--- config.mk ---
export PLATFORM = sky130hd
export DESIGN_NAME = i2c_poll_sequencer
export DESIGN_NICKNAME = d
export VERILOG_FILES = /design/src/rtl/i2c_poll_sequencer.sv
export SDC_FILE = /design/constraint.sdc
export NUM_CORES = 1
export LEC_CHECK = 0
export CAP_MARGIN = 20
export CORE_AREA = 2 2 291 293
export DETAILED_ROUTE_END_ITERATION = 10
export DIE_AREA = 0 0 293 295
export GPL_TIMING_DRIVEN = 0
export HOLD_SLACK_MARGIN = 0.05
export PLACE_DENSITY = 0.56
export SYNTH_ARGS = -nofsm -noshare
export SYNTH_HDL_FRONTEND = slang
export SYNTH_SLANG_ARGS = --single-unit
--- constraint.sdc ---
create_clock -name clk -period 3.6 [get_ports clk]
set_input_delay 1.08 -clock clk [delete_from_list [all_inputs] [get_ports clk]]
set_output_delay 1.08 -clock clk [all_outputs]
set_load 0.01 [all_outputs]
--- src/rtl/i2c_poll_sequencer.sv ---
// i2c_poll_sequencer: walks a table of NUM_CMDS transaction slots, drives
// them one at a time into the i2c bus master, waits each one out and
// latches read data / error status per slot. Passes repeat every PERIOD
// clk cycles.
//
// Ports:
//   clk, rst_n        system clock, asynchronous active-low reset
//   enable            run polling (current slot always finishes)
//   do_wakeup         one wakeup handshake before the first pass
//   cmd_*             per-slot table (en, addr, rw, stop, bytes, data)
//   m_*  (out)        start/wakeup/addr/rw/stop/bytes/data_out to master
//   m_busy, m_data_in, m_error   status from master
//   result            per-slot latched read data
//   result_valid      per-slot result refreshed since the last pass start
//   slot_error        per-slot NACK/timeout on the last attempt
//   pass_done         one-cycle pulse at the end of a full pass
//   timeout_cnt       saturating count of start timeouts
module i2c_poll_sequencer #(
  parameter int unsigned NUM_CMDS = 4,
  parameter int unsigned MAX_BITS = 64,
  parameter int unsigned MAX_DIN  = 64,
  parameter int unsigned PERIOD   = 1000000,
  parameter int unsigned GAP      = 100,
  parameter int unsigned TIMEOUT  = 100000
) (
  input  logic                         clk,
  input  logic                         rst_n,
  input  logic                         enable,
  input  logic                         do_wakeup,
  input  logic [NUM_CMDS-1:0]          cmd_en,
  input  logic [7*NUM_CMDS-1:0]        cmd_addr,
  input  logic [NUM_CMDS-1:0]          cmd_rw,
  input  logic [NUM_CMDS-1:0]          cmd_stop,
  input  logic [5*NUM_CMDS-1:0]        cmd_bytes,
  input  logic [MAX_BITS*NUM_CMDS-1:0] cmd_data,
  output logic                         m_start,
  output logic                         m_wakeup,
  output logic [6:0]                   m_addr,
  output logic                         m_rw,
  output logic                         m_stop,
  output logic [4:0]                   m_bytes,
  output logic [MAX_BITS-1:0]          m_data_out,
  input  logic                         m_busy,
  input  logic [MAX_DIN-1:0]           m_data_in,
  input  logic                         m_error,
  output logic [MAX_DIN*NUM_CMDS-1:0]  result,
  output logic [NUM_CMDS-1:0]          result_valid,
  output logic [NUM_CMDS-1:0]          slot_error,
  output logic                         pass_done,
  output logic [15:0]                  timeout_cnt
);

  localparam int unsigned IDX_W    = (NUM_CMDS > 1) ? $clog2(NUM_CMDS) : 1;
  localparam int unsigned PER_W    = (PERIOD > 1) ? $clog2(PERIOD) : 1;
  localparam int unsigned GAP_LAST = (GAP > 0) ? GAP - 1 : 0;
  localparam int unsigned TMO_LAST = (TIMEOUT > 0) ? TIMEOUT - 1 : 0;
  localparam int unsigned CNT_MAX  = (GAP_LAST > TMO_LAST) ? GAP_LAST : TMO_LAST;
  localparam int unsigned CNT_W    = (CNT_MAX > 0) ? $clog2(CNT_MAX + 1) : 1;

  typedef enum logic [2:0] {
    S_IDLE, S_WAKE, S_WAKE_RUN, S_SELECT, S_ISSUE, S_RUN, S_CAPTURE, S_GAP
  } state_e;

  // Transaction fields presented to the master
  typedef struct packed {
    logic [6:0]          addr;
    logic                rw;
    logic                stop;
    logic [4:0]          bytes;
    logic [MAX_BITS-1:0] data;
  } cmd_t;

  state_e                      state_q, state_d;
  logic [IDX_W-1:0]            idx_q, idx_d;
  logic [PER_W-1:0]            per_q, per_d;
  logic [CNT_W-1:0]            cnt_q, cnt_d;
  logic                        init_q;
  logic                        wake_pend_q, wake_pend_d;
  logic                        start_q, start_d;
  logic                        wakeup_q, wakeup_d;
  cmd_t                        cmd_q, cmd_d;
  logic [MAX_DIN*NUM_CMDS-1:0] result_q, result_d;
  logic [NUM_CMDS-1:0]         valid_q, valid_d;
  logic [NUM_CMDS-1:0]         err_q, err_d;
  logic                        pass_done_q, pass_done_d;
  logic [15:0]                 tmo_q, tmo_d;
  logic [31:0]                 sel_c;

  assign sel_c = 32'(idx_q);
  wire last_slot_c = (idx_q == IDX_W'(NUM_CMDS - 1));

  assign m_start      = start_q;
  assign m_wakeup     = wakeup_q;
  assign m_addr       = cmd_q.addr;
  assign m_rw         = cmd_q.rw;
  assign m_stop       = cmd_q.stop;
  assign m_bytes      = cmd_q.bytes;
  assign m_data_out   = cmd_q.data;
  assign result       = result_q;
  assign result_valid = valid_q;
  assign slot_error   = err_q;
  assign pass_done    = pass_done_q;
  assign timeout_cnt  = tmo_q;

  // State and datapath registers
  always_ff @(posedge clk or negedge rst_n) begin
    if (!rst_n) begin
      state_q     <= S_IDLE;
      idx_q       <= '0;
      per_q       <= '0;
      cnt_q       <= '0;
      init_q      <= 1'b0;
      wake_pend_q <= 1'b0;
      start_q     <= 1'b0;
      wakeup_q    <= 1'b0;
      cmd_q       <= '0;
      result_q    <= '0;
      valid_q     <= '0;
      err_q       <= '0;
      pass_done_q <= 1'b0;
      tmo_q       <= '0;
    end else begin
      state_q     <= state_d;
      idx_q       <= idx_d;
      per_q       <= per_d;
      cnt_q       <= cnt_d;
      init_q      <= 1'b1;
      wake_pend_q <= wake_pend_d;
      start_q     <= start_d;
      wakeup_q    <= wakeup_d;
      cmd_q       <= cmd_d;
      result_q    <= result_d;
      valid_q     <= valid_d;
      err_q       <= err_d;
      pass_done_q <= pass_done_d;
      tmo_q       <= tmo_d;
    end
  end

  // Next-state and output logic
  always_comb begin
    state_d     = state_q;
    idx_d       = idx_q;
    per_d       = (per_q != '0) ? per_q - PER_W'(1) : per_q;
    cnt_d       = cnt_q;
    // First cycle after reset samples do_wakeup into the pending flag
    wake_pend_d = init_q ? wake_pend_q : do_wakeup;
    start_d     = start_q;
    wakeup_d    = wakeup_q;
    cmd_d       = cmd_q;
    result_d    = result_q;
    valid_d     = valid_q;
    err_d       = err_q;
    pass_done_d = 1'b0;
    tmo_d       = tmo_q;

    case (state_q)
      S_IDLE: begin
        if (enable && (per_q == '0) && !m_busy) begin
          per_d   = PER_W'(PERIOD - 1);
          valid_d = '0;
          idx_d   = '0;
          if (wake_pend_d) begin
            wakeup_d = 1'b1;
            state_d  = S_WAKE;
          end else begin
            state_d  = S_SELECT;
          end
        end
      end
      S_WAKE: begin
        if (m_busy) begin
          wakeup_d = 1'b0;
          state_d  = S_WAKE_RUN;
        end
      end
      S_WAKE_RUN: begin
        if (!m_busy) begin
          wake_pend_d = 1'b0;
          state_d     = S_SELECT;
        end
      end
      S_SELECT: begin
        if (cmd_en[idx_q]) begin
          cmd_d.addr  = cmd_addr[sel_c*7 +: 7];
          cmd_d.rw    = cmd_rw[idx_q];
          cmd_d.stop  = cmd_stop[idx_q];
          cmd_d.bytes = cmd_bytes[sel_c*5 +: 5];
          cmd_d.data  = cmd_data[sel_c*MAX_BITS +: MAX_BITS];
          start_d     = 1'b1;
          cnt_d       = '0;
          state_d     = S_ISSUE;
        end else if (last_slot_c) begin
          pass_done_d = 1'b1;
          state_d     = S_IDLE;
        end else begin
          idx_d = idx_q + IDX_W'(1);
        end
      end
      S_ISSUE: begin
        // Start is held until the master acknowledges on its slow clock
        if (m_busy) begin
          start_d = 1'b0;
          state_d = S_RUN;
        end else if (cnt_q == CNT_W'(TMO_LAST)) begin
          start_d       = 1'b0;
          err_d[idx_q]  = 1'b1;
          if (tmo_q != 16'hFFFF) tmo_d = tmo_q + 16'd1;
          cnt_d         = '0;
          state_d       = S_GAP;
        end else begin
          cnt_d = cnt_q + CNT_W'(1);
        end
      end
      S_RUN: begin
        if (!m_busy) state_d = S_CAPTURE;
      end
      S_CAPTURE: begin
        err_d[idx_q] = m_error;
        if (cmd_q.rw && !m_error) begin
          result_d[sel_c*MAX_DIN +: MAX_DIN] = m_data_in;
          valid_d[idx_q]                     = 1'b1;
        end
        cnt_d   = '0;
        state_d = S_GAP;
      end
      S_GAP: begin
        if (cnt_q == CNT_W'(GAP_LAST)) begin
          if (!enable) begin
            state_d = S_IDLE;
          end else if (last_slot_c) begin
            pass_done_d = 1'b1;
            state_d     = S_IDLE;
          end else begin
            idx_d   = idx_q + IDX_W'(1);
            state_d = S_SELECT;
          end
        end else begin
          cnt_d = cnt_q + CNT_W'(1);
        end
      end
      default: state_d = S_IDLE;
    endcase
  end

endmodule

==> results.cfg, run 1 <==
[floorplanning]
rows = 106
die_w_um = 293
die_h_um = 295
dieArea_mm2 = 0.08644
core_mm2 = 0.08316
start_util = 0.2210
pin_count = 747

[timing]
setup_violations = 0
finalHoldViolCount = 0
max-slew-margin-rel = 0.2643
fin_tns_setup_ns = 0
fin_crit_ns = 3.319
drv_slew = 0
skew_ns = 0.01269
max_freq_ghz = 0.3013
rsz0062_at_grt = no
tightest_slew_ns = 1.103
period_share = 0.9220

[synthesis]
synth_top_area_cell = dfrtp_1
yosysSeqAreaShare = 0.5515
synth.top_cell.area_share = 0.5515
netlist_instances = 1760
synth_edf_count = 0
synth_cell_type_count = 51
ys_warn_count = 0
synthTopCellsByArea = dfrtp_1 55%, nand2_1 11%, mux4_2 9.7%
ys_ff_latch = 405
synth_most_common_cell = nand2_1
synth_ff_type = dfrtp_1
synth_area_mm2 = 0.01838
synth_common_cells = 555 x nand2_1, 405 x dfrtp_1, 262 x o21ai_0
syn-num-nets = 2158
syn_area_per_cell_um2 = 10.44
ys_async_sr_fraction = 1.000

[placement]
hpwlAfterDp_mm = 71.37
place_area_mm2 = 0.02735
io_buffers = 745
gp_congestion = 0.9062
dp_cells = 3592

[detailed_routing]
routed-via-count = 16840
via_per_inst = 4.566
wirelength_mm = 89.18
dr.pass1.iters = 6
drt-initial-drc-count = 884
drc_errors = 0
antenna_left = 0
wl_per_cell_um = 24.17

[cts]
post_cts_buffers = 0
cts_made_buffers = 49
clk_path_buf_depth = 3
clk_latency_ns = 0.57
cts_sinks = 405
cts_root_buffer = clkbuf_16
clk_pin_slew_ns = 0.06
h-tree-depth = 2
cts_tree = done

[worst_setup_path]
rr_startpoint = idx_q[0]$_DFFE_PN0P_
worstPathMaxFanout = 11
path_class = in2reg
rr_endpoint = result[95]$_DFFE_PN0P_
crit_required_ns = 4.02
end_kind = flip-flop
worstSetupStartpointType = input pin
ff2ff_path_depth = 9
arrival_ns = 3.74
reg2reg_slack_ns = 0.41

[layout]
drive_gt1_frac = 0.1159
stdcell_count = 3689
fin_area_mm2 = 0.02911
fillers = 8438
final_util = 0.3500
multi_input_area_mm2 = 0.007736
synthToLayoutAreaGrowth_pct = 58.38
seq_area_mm2 = 0.01013
final_nets = 2957

[run_status]
status = finished clean

[hold_path]
hp-class = in2async

[power]
leakage_uw = 0.01152
irDropWorstVdd_mv = 0.3341
p_per_area_mw_per_mm2 = 590.1

[global_route]
grt_usage = 0.2014
grt-ovfl-total = 0
grt_pass1_vias = 16960
antenna_found_initial = 32
grt_pass1_wl_mm = 125.9
grt_start_max_net_pins = 104

[flow_run]
drv_cap = 0
-- area by class of cell --
class / count / share of cell area
sequential: 405 / 0.3482
antenna: 11 / 0.0009457
clock buffer: 73 / 0.05081
multi-input combinational: 1217 / 0.2658
inverter: 13 / 0.001676
clock inverter: 17 / 0.005932
tap: 1080 / 0.04643
buffer: 121 / 0.01866
timing repair buffer: 752 / 0.2616
-- flip-flops by register name, indices dropped and copies added, names as in the netlist, 3 cells and up --
| signal | flops |
|---|---|
| result | 256 |
| m_data_out | 64 |
| per_q | 20 |
| cnt_q | 17 |
| timeout_cnt | 16 |
| m_addr | 7 |
| m_bytes | 5 |
| result_valid | 4 |
| slot_error | 4 |
| state_q | 3 |
-- report_power, final --
group          switching (uW)  total (uW)  leakage (uW)  internal [uW]
Sequential                464        5800       0.00537           5340
Clock                    2070        5120      0.000817           3050
Combinational            3120        6260       0.00534           3130
-- cells in the final DEF (no fill, tap or decap), types with 7 or more instances in the layout --
cell	count
a21oi_1	26
buf_1	7
clkbuf_1	82
clkbuf_16	51
clkbuf_2	31
clkbuf_8	12
clkdlybuf4s50_1	744
clkinv_2	10
dfrtp_1	405
diode_2	11
ha_1	12
inv_1	13
mux2_2	78
mux4_2	79
nand2_1	553
nand3_1	19
nand4_1	14
nor2_1	32
nor3_1	21
nor4_1	8
o21ai_0	262
xnor2_1	14
xor2_1	26
-- worst max-delay path by stage --
stage | from | endpoint | slack (ns) | depth (start not counted)
floorplan | idx_q[1]$_DFFE_PN0P_ | result[213]$_DFFE_PN0P_ | 0.60 | 10
finish | m_error | result[206]$_DFFE_PN0P_ | 0.28 | 8
detailed placement | idx_q[1]$_DFFE_PN0P_ | result[54]$_DFFE_PN0P_ | -2.11 | 11
CTS | m_error | result[176]$_DFFE_PN0P_ | 0.03 | 9
global route | m_error | result[205]$_DFFE_PN0P_ | 0.05 | 8
global placement | rst_n | m_data_out[22]$_DFFE_PN0P_ | -18.19 | 1
-- kinds of logic (layout without fill, tap and decap cells) --
| kind of cell | Yosys count | in the layout | share of synthesized area |
|---|---|---|---|
| adder cells (fa/ha/maj) | 12 | 12 | 0.008170 |
| AND/OR/NAND/NOR | 692 | 692 | 0.1557 |
| multiplexers | 165 | 165 | 0.1493 |
| AO/OA/AOI/OAI | 307 | 307 | 0.08701 |
| flip-flops | 405 | 405 | 0.5515 |
| buffers and inverters | 138 | 976 | 0.02907 |
| XOR/XNOR | 40 | 40 | 0.01906 |
| other | 1 | 12 | 0.0002041 |
-- stage by stage --
stage | setup slack, ns | total power, uW | hold WS (ns)
floorplan | 0.5961 | 8666 | 0.4398
global placement | -18.19 | 12120 | 0.4596
detailed placement | -2.110 | 12210 | 0.4615
CTS | 0.02673 | 17450 | 0.4052
global route | 0.04858 | 18030 | 0.4298
finish | 0.2807 | 17180 | 0.4286
-- worst max-delay path, cell delays in order --
cell             delay (ns)
clkdlybuf4s50_1        0.42
nor4b_2                0.45
and2_1                 0.48
nand2_4                0.24
clkbuf_2               0.38
clkbuf_1               0.40
nand2_1                0.16
o21ai_0                0.10
-- per-layer routing --
layer	GRT usage	vias to the layer above	routed length [um]
met2	0.3689	678	46600
met5	0	-	77
met1	0.2275	8311	33310
li1	-	7670	-
met3	0.04285	172	5384
met4	0.07942	12	3805
-- what timing repair did --
item	4_1_cts	5_1_grt
pin swaps	1	0
hold buffers	0	0
endpoints found under the setup margin	272	134
resized for setup	53	4
Note: power is estimated with default switching activity, not from simulation.
==> inputs of run 2 (changes only) <==
Settings changed: SETUP_SLACK_MARGIN set to 0.2, SLEW_MARGIN set to 30.
==> results.cfg, run 2 (synthesis gave the netlist of run 1 again) <==
[run_status]
status = finished clean

[layout]
largest_reg_flops = 256
final_nets = 2961
synthToLayoutAreaGrowth_pct = 58.71
drive_gt1_frac = 0.1196
stdcell_count = 3694
final_cell_mix = 744 x clkdlybuf4s50_1, 555 x nand2_1, 405 x dfrtp_1
final_common_cell = clkdlybuf4s50_1
final_util = 0.3508

[floorplanning]
start_util = 0.2210
dieArea_mm2 = 0.08644
core_mm2 = 0.08316
die_h_um = 295
pin_count = 747
die_w_um = 293
rows = 106

[cts]
clk_path_buf_depth = 3
cts_root_buffer = clkbuf_16
cts_made_buffers = 48
h-tree-depth = 2
ctsHoldBuffers = 0
clk_latency_ns = 0.59
cts_sinks = 405
clk_pin_slew_ns = 0.06
post_cts_buffers = 0
cts_tree = done

[global_route]
antenna_found_initial = 29
grt_pass1_wl_mm = 125.6
grt_usage = 0.2019
grt-ovfl-total = 0
grt_start_max_net_pins = 84
grt_pass1_vias = 17030

[worst_setup_path]
end_kind = flip-flop
path_class = reg2reg
crit_required_ns = 4.09
crit_start = idx_q[1]$_DFFE_PN0P_
arrival_ns = 3.71
worstSetupStartpointType = flip-flop
endpoint = result[20]$_DFFE_PN0P_
rr_startpoint = idx_q[1]$_DFFE_PN0P_
rr_endpoint = result[20]$_DFFE_PN0P_
reg2reg_slack_ns = 0.38
ff2ff_path_depth = 10
worstPathMaxFanout = 10

[timing]
skew_ns = 0.01246
fin_tns_setup_ns = 0
drv_slew = 0
max_freq_ghz = 0.3105
tightest_slew_ns = 0.9210
setup_violations = 0
fin_crit_ns = 3.220
rsz0062_at_grt = no
period_share = 0.8945
max-slew-margin-rel = 0.3860
finalHoldViolCount = 0

[power]
pwr-share-seq = 0.338
irDropWorstVdd_mv = 0.3517
comb_power_share = 0.364
p_per_area_mw_per_mm2 = 589.2
power.share.clock = 0.299
switching_share = 0.3284
leakage_uw = 0.01156
switchingPower_uw = 5644
cellInternalPower_uw = 11540

[detailed_routing]
wl_per_cell_um = 24.20
via_per_inst = 4.510
drc_errors = 0
wirelength_mm = 89.40
antenna_left = 0
routed-via-count = 16660
drt-initial-drc-count = 876
dr.pass1.iters = 5

[placement]
hpwlAfterDp_mm = 71.62
dp_cells = 3593
io_buffers = 745
gp_congestion = 0.9062

[flow_run]
drv_cap = 0

[hold_path]
hp-class = in2async
-- run 2: cell count changes in the layout (fill, tap and decap cells not counted), moves of 2 or more --
cell / before / now
clkbuf_1: 82 / 75
buf_2: 1 / 7
clkbuf_2: 31 / 37
clkbuf_8: 12 / 8
buf_1: 7 / 4
buf_4: 1 / 4
bufinv_16: 3 / 6
diode_2: 11 / 14
buf_16: 4 / 6
buf_8: 3 / 1
clkbuf_16: 51 / 49
nand2_1: 553 / 555
-- run 2: what timing repair did --
action / 4_1_cts / 5_1_grt
resized for setup: 51 / 21
pin swaps: 0 / 1
gates cloned: 0 / 0
endpoints found under the setup margin: 258 / 176
-- run 2: cell type report --
class | count | area [um2]
Fill cell | 8386 | 53990
Sequential cell | 405 | 10130
Multi-Input combinational cell | 1217 | 7735
Timing Repair Buffer | 753 | 7646
Clock buffer | 66 | 1360
Tap cell | 1080 | 1351
Buffer | 125 | 586.8
Clock inverter | 21 | 270.3
Inverter | 13 | 48.80
Antenna cell | 14 | 35.03
-- run 2: routing by layer --
layer,vias up,GRT usage,share of wire
met5,-,0,0.00098
met4,14,0.1022,0.061
met3,195,0.05262,0.067
met2,640,0.3597,0.50
met1,8135,0.2217,0.37
li1,7676,-,-
-- run 2: through the flow --
step / hold slack [ns] / power (uW) / cell area, um2 / setup WS (ns)
floorplan: 0.4398 / 8666 / 18380 / 0.5961
global placement: 0.4596 / 12120 / 27190 / -18.19
detailed placement: 0.4623 / 12190 / 27390 / -1.713
CTS: 0.3886 / 17460 / 29110 / 0.2020
global route: 0.4015 / 18050 / 29150 / 0.2054
finish: 0.4094 / 17190 / 29170 / 0.3798
-- run 2: worst min path at each step --
stage / end / slack (ns)
3_3_place_gp: per_q[11]$_DFF_PN0_ / 0.46
6_report: result[5]$_DFFE_PN0P_ / 0.41
2_1_floorplan: per_q[15]$_DFF_PN0_ / 0.44
4_1_cts: result[210]$_DFFE_PN0P_ / 0.39
3_5_place_dp: per_q[11]$_DFF_PN0_ / 0.46
5_1_grt: result[210]$_DFFE_PN0P_ / 0.40
-- run 2: power groups by stage --
stage | clock, uW | sequential (uW) | combinational [uW]
2_1_floorplan | 0 | 6150 | 2520
3_3_place_gp | 0 | 5870 | 6250
3_5_place_dp | 0 | 5880 | 6310
4_1_cts | 5290 | 5800 | 6370
5_1_grt | 5460 | 5900 | 6690
6_report | 5130 | 5800 | 6250
-- run 2: critical path, cell delays in order, from the launching register on --
cell and delay, ns:
dfrtp_1 0.43, buf_4 0.30, clkbuf_4 0.33, buf_4 0.30, inv_1 0.16, ha_1 0.40, nor3b_1 0.20, clkbuf_4 0.35
buf_2 0.36, nand2_1 0.12, o21ai_0 0.16
